==> src/rtl/csr_file.sv <==
// csr_file: machine-mode CSR file at the MW stage with timer-interrupt trap and mret redirect.
// Define CSR_COUNTERS_EN to implement the 64-bit mcycle/minstret counters.
module csr_file #(
    parameter logic [31:0] RESET_MTVEC = 32'h0000_0000
) (
    input  logic        clk,
    input  logic        rst,
    input  logic [11:0] csr_addr,
    input  logic [31:0] csr_wdata,
    input  logic [1:0]  csr_op,
    input  logic        valid_mw,
    input  logic        stall_mw,
    input  logic [31:0] pc_mw,
    input  logic        instr_retire,
    input  logic        is_mret,
    input  logic        timer_irq,
    output logic [31:0] csr_rdata,
    output logic        redirect,
    output logic [31:0] redirect_pc,
    output logic        trap_taken
);

    localparam logic [11:0] ADDR_MSTATUS   = 12'h300;
    localparam logic [11:0] ADDR_MIE       = 12'h304;
    localparam logic [11:0] ADDR_MTVEC     = 12'h305;
    localparam logic [11:0] ADDR_MSCRATCH  = 12'h340;
    localparam logic [11:0] ADDR_MEPC      = 12'h341;
    localparam logic [11:0] ADDR_MCAUSE    = 12'h342;
    localparam logic [11:0] ADDR_MIP       = 12'h344;
`ifdef CSR_COUNTERS_EN
    localparam logic [11:0] ADDR_MCYCLE    = 12'hB00;
    localparam logic [11:0] ADDR_MCYCLEH   = 12'hB80;
    localparam logic [11:0] ADDR_MINSTRET  = 12'hB02;
    localparam logic [11:0] ADDR_MINSTRETH = 12'hB82;
`endif

    localparam logic [1:0]  OP_NONE = 2'b00;
    localparam logic [1:0]  OP_RW   = 2'b01;
    localparam logic [1:0]  OP_RS   = 2'b10;
    localparam logic [1:0]  OP_RC   = 2'b11;

    localparam logic [31:0] MCAUSE_MTI = 32'h8000_0007;

    logic        mstatus_mie;
    logic        mstatus_mpie;
    logic        mie_mtie;
    logic        mip_mtip;
    logic [31:0] mtvec;
    logic [31:0] mscratch;
    logic [31:0] mepc;
    logic [31:0] mcause;

    logic [31:0] old_val;
    logic [31:0] new_val;
    logic        issue;
    logic        irq_pend;
    logic        mret_taken;
    logic        op_writes;
    logic        csr_we;
    logic        unused_pc_lsb;

`ifdef CSR_COUNTERS_EN
    logic [63:0] mcycle;
    logic [63:0] minstret;
    logic        retire;
`else
    logic        unused_retire;
`endif

    // Current value of the addressed CSR; unmapped addresses read 0.
    always_comb begin
        old_val = '0;
        case (csr_addr)
            ADDR_MSTATUS:   old_val = {19'b0, 2'b11, 3'b0, mstatus_mpie, 3'b0, mstatus_mie, 3'b0};
            ADDR_MIE:       old_val = {24'b0, mie_mtie, 7'b0};
            ADDR_MTVEC:     old_val = mtvec;
            ADDR_MSCRATCH:  old_val = mscratch;
            ADDR_MEPC:      old_val = mepc;
            ADDR_MCAUSE:    old_val = mcause;
            ADDR_MIP:       old_val = {24'b0, mip_mtip, 7'b0};
`ifdef CSR_COUNTERS_EN
            ADDR_MCYCLE:    old_val = mcycle[31:0];
            ADDR_MCYCLEH:   old_val = mcycle[63:32];
            ADDR_MINSTRET:  old_val = minstret[31:0];
            ADDR_MINSTRETH: old_val = minstret[63:32];
`endif
            default:        old_val = '0;
        endcase
    end

    always_comb begin
        new_val = old_val;
        case (csr_op)
            OP_RW:   new_val = csr_wdata;
            OP_RS:   new_val = old_val | csr_wdata;
            OP_RC:   new_val = old_val & ~csr_wdata;
            default: new_val = old_val;
        endcase
    end

    assign csr_rdata = (csr_op != OP_NONE) ? old_val : '0;

    // RS/RC with a zero operand are pure reads and must not write.
    assign op_writes  = (csr_op == OP_RW) || ((csr_op != OP_NONE) && (csr_wdata != '0));
    assign issue      = valid_mw && !stall_mw;
    assign irq_pend   = mstatus_mie && mie_mtie && mip_mtip;
    assign trap_taken = irq_pend && issue;
    assign mret_taken = is_mret && issue && !irq_pend;
    assign csr_we     = op_writes && issue && !irq_pend;

    assign redirect    = trap_taken || mret_taken;
    assign redirect_pc = trap_taken ? mtvec : (mret_taken ? mepc : '0);

    assign unused_pc_lsb = ^pc_mw[1:0];

    always_ff @(posedge clk) begin
        if (rst) begin
            mstatus_mie  <= 1'b0;
            mstatus_mpie <= 1'b0;
            mie_mtie     <= 1'b0;
            mip_mtip     <= 1'b0;
            mtvec        <= {RESET_MTVEC[31:2], 2'b00};
            mscratch     <= '0;
            mepc         <= '0;
            mcause       <= '0;
        end else begin
            mip_mtip <= timer_irq;

            // Trap outranks mret and any CSR write; mret outranks a write to mstatus.
            if (trap_taken) begin
                mstatus_mpie <= mstatus_mie;
                mstatus_mie  <= 1'b0;
            end else if (mret_taken) begin
                mstatus_mie  <= mstatus_mpie;
                mstatus_mpie <= 1'b1;
            end else if (csr_we && csr_addr == ADDR_MSTATUS) begin
                mstatus_mie  <= new_val[3];
                mstatus_mpie <= new_val[7];
            end

            if (csr_we && csr_addr == ADDR_MIE) begin
                mie_mtie <= new_val[7];
            end
            if (csr_we && csr_addr == ADDR_MTVEC) begin
                mtvec <= {new_val[31:2], 2'b00};
            end
            if (csr_we && csr_addr == ADDR_MSCRATCH) begin
                mscratch <= new_val;
            end

            if (trap_taken) begin
                mepc   <= {pc_mw[31:2], 2'b00};
                mcause <= MCAUSE_MTI;
            end else begin
                if (csr_we && csr_addr == ADDR_MEPC) begin
                    mepc <= {new_val[31:2], 2'b00};
                end
                if (csr_we && csr_addr == ADDR_MCAUSE) begin
                    mcause <= new_val;
                end
            end
        end
    end

`ifdef CSR_COUNTERS_EN
    assign retire = instr_retire && issue && !irq_pend;

    // A write to either half replaces that edge's increment.
    always_ff @(posedge clk) begin
        if (rst) begin
            mcycle   <= '0;
            minstret <= '0;
        end else begin
            if (csr_we && csr_addr == ADDR_MCYCLE) begin
                mcycle[31:0] <= new_val;
            end else if (csr_we && csr_addr == ADDR_MCYCLEH) begin
                mcycle[63:32] <= new_val;
            end else begin
                mcycle <= mcycle + 64'd1;
            end

            if (csr_we && csr_addr == ADDR_MINSTRET) begin
                minstret[31:0] <= new_val;
            end else if (csr_we && csr_addr == ADDR_MINSTRETH) begin
                minstret[63:32] <= new_val;
            end else if (retire) begin
                minstret <= minstret + 64'd1;
            end
        end
    end
`else
    assign unused_retire = instr_retire;
`endif

endmodule

==> config.mk <==
export PLATFORM = sky130hd
export DESIGN_NAME = csr_file
export DESIGN_NICKNAME = d
export VERILOG_FILES = /design/src/rtl/csr_file.sv
export SDC_FILE = /design/constraint.sdc
export NUM_CORES = 1
export LEC_CHECK = 0
export ABC_CLOCK_PERIOD_IN_PS = 2650
export CAP_MARGIN = 15
export CELL_PAD_IN_SITES_DETAIL_PLACEMENT = 1
export CELL_PAD_IN_SITES_GLOBAL_PLACEMENT = 1
export CORE_MARGIN = 5
export CORE_UTILIZATION = 35
export DETAILED_ROUTE_END_ITERATION = 10
export DONT_BUFFER_PORTS = 1
export GPL_ROUTABILITY_DRIVEN = 0
export PLACE_DENSITY_LB_ADDON = 0.08
export SYNTH_ARGS = -nofsm -noshare
export SYNTH_HDL_FRONTEND = slang
export SYNTH_SLANG_ARGS = --single-unit
==> constraint.sdc <==
create_clock -name clk -period 2.65 [get_ports clk]
set_input_delay 0.53 -clock clk [delete_from_list [all_inputs] [get_ports clk]]
set_output_delay 0.53 -clock clk [all_outputs]
set_load 0.02 [all_outputs]
==> metrics.md <==
| Metric | Value |
|---|---|
| Clock power share | `0.515` |
| Worst Tran Pin Value | `just under 0.9 ns` |
| Vias per Instance | `roughly 6.3` |
| Max cap viols | `0` |
| Post-synthesis compound-gate area fraction | `0.319` |
| Fmax | `~380 MHz` |
| CP Class | `input port to primary output` |
| Ant. Diodes | `0` |
| CTS sink cnt | `about 130` |
| Cell Area, Placed | `7620 um2` |
| Commonest non-fill, non-tap cell in the layout | `dfxtp_1` |
| Yosys reg bits | `128` |
| Synthesis Warnings | `0` |
| Most frequent cells in the layout | `dfxtp_1, buf_4, nand2_1` |
| DR iter-0 viols | `around 480` |
| TritonCTS clock tree | `built` |
| Slowest cell on crit path | `or3_4` |
| Syn Area/Cell | `8.64 um2` |
| Post-synthesis sequential area ratio | `0.388` |
| Root Driver | `clkbuf_16` |
| IO Port Bufs | `0` |
| Slowest stage delay, CP | `0.42 ns` |
| Finished Core Util | `0.446` |
| First-pass GRT wire length | `43.8 mm` |
| Antenna violations before repair | `0` |
| Final setup fails | `0` |
| Layout cells sized above 1 | `0.226` |
| Multiplexer share of the synthesized area | `0.0513` |
| Cells after Synth | `about 760` |
| Outcome | `completed` |
| RSZ-0062 raised after global routing | `yes` |
| Worst EP required | `roughly 2.1 ns` |
| Ports | `~150` |
| All-Layer GR Usage | `0.262` |
| Ys flop type | `dfxtp_1` |
| Switch share | `0.246` |
| Simple-gate share of the synthesized area | `0.155` |
| Pwr dens | `555 nW/um2` |
| Detailed-route wire length per cell | `between 20 and 30 um` |
| CORE AREA | `around 19,000 um2` |
| Syn Std Cell Area | `6600 um2` |
| Comb pwr share | `0.067` |
| Starting Density | `0.354` |
| Number of core rows | `50` |
| Skew final | `0.0105 ns` |
| Main combinational cell family by area after synthesis | `compound AO/OA/AOI/OAI gates` |
| Drt total wl | `29.2 mm` |
| HP Class | `input port to register` |
| Chip height | `roughly 150 um` |
| Hold_buf cts | `0` |
| Maximum buffer depth of the clock tree | `2` |
| Adder-cell area share of the yosys netlist | `0` |
| Internal power | `around 3500 uW` |
| Register share of total power | `0.418` |
| Xor/xnor share of the synthesized area | `0.0358` |
| Number of global-route vias before repair | `7,261` |
| Fin. max-slew vios | `0` |
| Final hold vios | `0` |
| Cts bufs inserted | `17` |
| Async set-reset flop share out of synthesis | `0` |
| Critical path, cell by cell | `or3_4, buf_4, nor3_4, buf_12, buf_6, a22oi_1, nor2_2, buf_4` |
| DIE AREA | `between 20,000 and 25,000 um2` |
| Fin crit share | `0.994` |
| First drt pass iteration count | `5` |
| # nets final | `approximately 910` |
| Antenna-violating nets left | `0` |
| Remaining Overflow, GRT | `0` |
| Final HPWL from detailed placement | `about 19 mm` |
| CP arrival | `2.10 ns` |
| Post-synthesis cell type count | `51` |
| Largest net degree at the start of global routing | `between 40 and 50` |
| DR vias | `roughly 6,700` |
| Layout area overhead | `25.8%` |
| Max_slew headroom | `0.413` |
| Static Leak | `0.00305 uW` |
| Endpoint type of the worst setup path | `primary output` |
| Crit Path Max Fanout | `11` |
| Peak supply drop | `0.000428 V` |
| Fill cells | `about 2,100` |
| Clock-pin transition on the worst setup and hold timing paths | `0.06 ns` |
| Post-route cell area | `approximately 8300 um2` |
| Fin crit period | `2.63 ns` |
| Chip width | `~150 um` |
| DRC errors left | `0` |
| Hold slack | `around 0.18 ns` |
| Crit path launch type | `input port` |
| Sw Pwr | `~1100 uW` |
| Number of synthesized flops with an enable pin | `0` |
| Clk_lat worst skew | `0.42 ns` |
| CP dominant cell by count | `buf_4` |
| H-tree depth | `4` |
[metrics by stage]
step,instances,setup slack [ns],power (uW),TNS (ns)
detailed placement,1033,-0.167,2270,-6.93
CTS,1065,0.0140,4630,0
global placement,1033,-0.0404,2260,-0.826
floorplan,765,0.0205,2210,0
finish,1069,0.0156,4610,0
global route,1069,-0.0188,4740,-0.0206
[layout make-up]
class / count / area, um2 / share of cell area
multi-input combinational: 558 / 3830 / 0.461
tap: 234 / 293 / 0.0352
clock buffer: 19 / 453 / 0.0545
sequential: 128 / 2560 / 0.308
inverter: 4 / 15.0 / 0.00181
timing repair buffer: 113 / 1020 / 0.123
clock inverter: 13 / 138 / 0.0166
[path summary, 6_finish.rpt]
check / from / slack, ns / depth (start not counted) / to
worst min-delay path: rst / 0.18 / 1 / mscratch[0]$_SDFFE_PP0P_
worst max-delay path: csr_addr[5] / 0.02 / 8 / csr_rdata[25]
worst max register to register: mstatus_mie$_SDFFE_PP0P_ / 0.44 / 6 / mtvec[2]$_SDFFE_PP0P_
worst min register to register: mscratch[5]$_SDFFE_PP0P_ / 0.46 / 1 / mscratch[5]$_SDFFE_PP0P_
[state kept, by name, summed over array words and instances, names as in the netlist]
name          flops
mcause           32
mepc             30
mie_mtie          1
mip_mtip          1
mscratch         32
mstatus_mie       1
mstatus_mpie      1
mtvec            30
[timing repair]
item,in CTS,in global routing
cloned,0,1
hold endpoints to repair,0,0
resized for setup,3,8
pin swaps,0,1
setup buffers,0,3
endpoints found under the setup margin,25,31
[cell families after synthesis]
family          count (synthesis)
buf+inv                        79
xor+xnor                       27
compound gates                285
mux                            33
simple gates                  211
flops                         128
other cells                     1
[Yosys cell counts (all sizes together) (2+ instances only)]
library cell,instances,area [um2]
a32oi,30,263
a211oi,10,75.1
nand4,2,12.5
a21oi,8,40.0
nor2b,5,31.3
clkbuf,56,210
o21ai,85,425
nor2,45,171
xnor2,27,236
buf,19,106
o2bb2ai,58,508
inv,4,15.0
and3,2,12.5
nor4,16,106
or2,5,31.3
nand2,94,353
nand2b,2,12.5
a22oi,26,195
nand4bb,2,22.5
a22o,57,499
nor3,10,66.3
and2,2,12.5
nand3b,2,15.0
mux2i,26,260
and4b,2,20.0
a222oi,4,40.0
or4b,2,20.0
mux2,7,78.8
or3,6,37.5
a211o,2,17.5
nand3,3,15.0
dfxtp,128,2560
nor3b,7,52.6
or4,2,15.0
[per-layer routing]
| layer | vias up | track usage | part of all wire |
|---|---|---|---|
| met1 | 3395 | 0.327 | 0.43 |
| met3 | 38 | 0.0564 | 0.064 |
| met2 | 269 | 0.446 | 0.49 |
| li1 | 3011 | - | - |
| met4 | 0 | 0.0909 | 0.021 |
| met5 | - | 0 | 0 |
[power groups by stage]
| stage | Clock [uW] | Combinational (uW) | Sequential, uW |
|---|---|---|---|
| finish | 2380 | 308 | 1930 |
| floorplan | 0 | 236 | 1970 |
| global placement | 0 | 291 | 1970 |
| detailed placement | 0 | 299 | 1970 |
| global route | 2490 | 326 | 1930 |
| CTS | 2400 | 301 | 1930 |
[critical path, delay by kind of cell]
| family | cells | cell delay (ns) |
|---|---|---|
| simple gates | 3 | 0.77 |
| compound gates | 1 | 0.12 |
| buf+inv | 4 | 0.66 |
(Power assumes the default switching activity.)
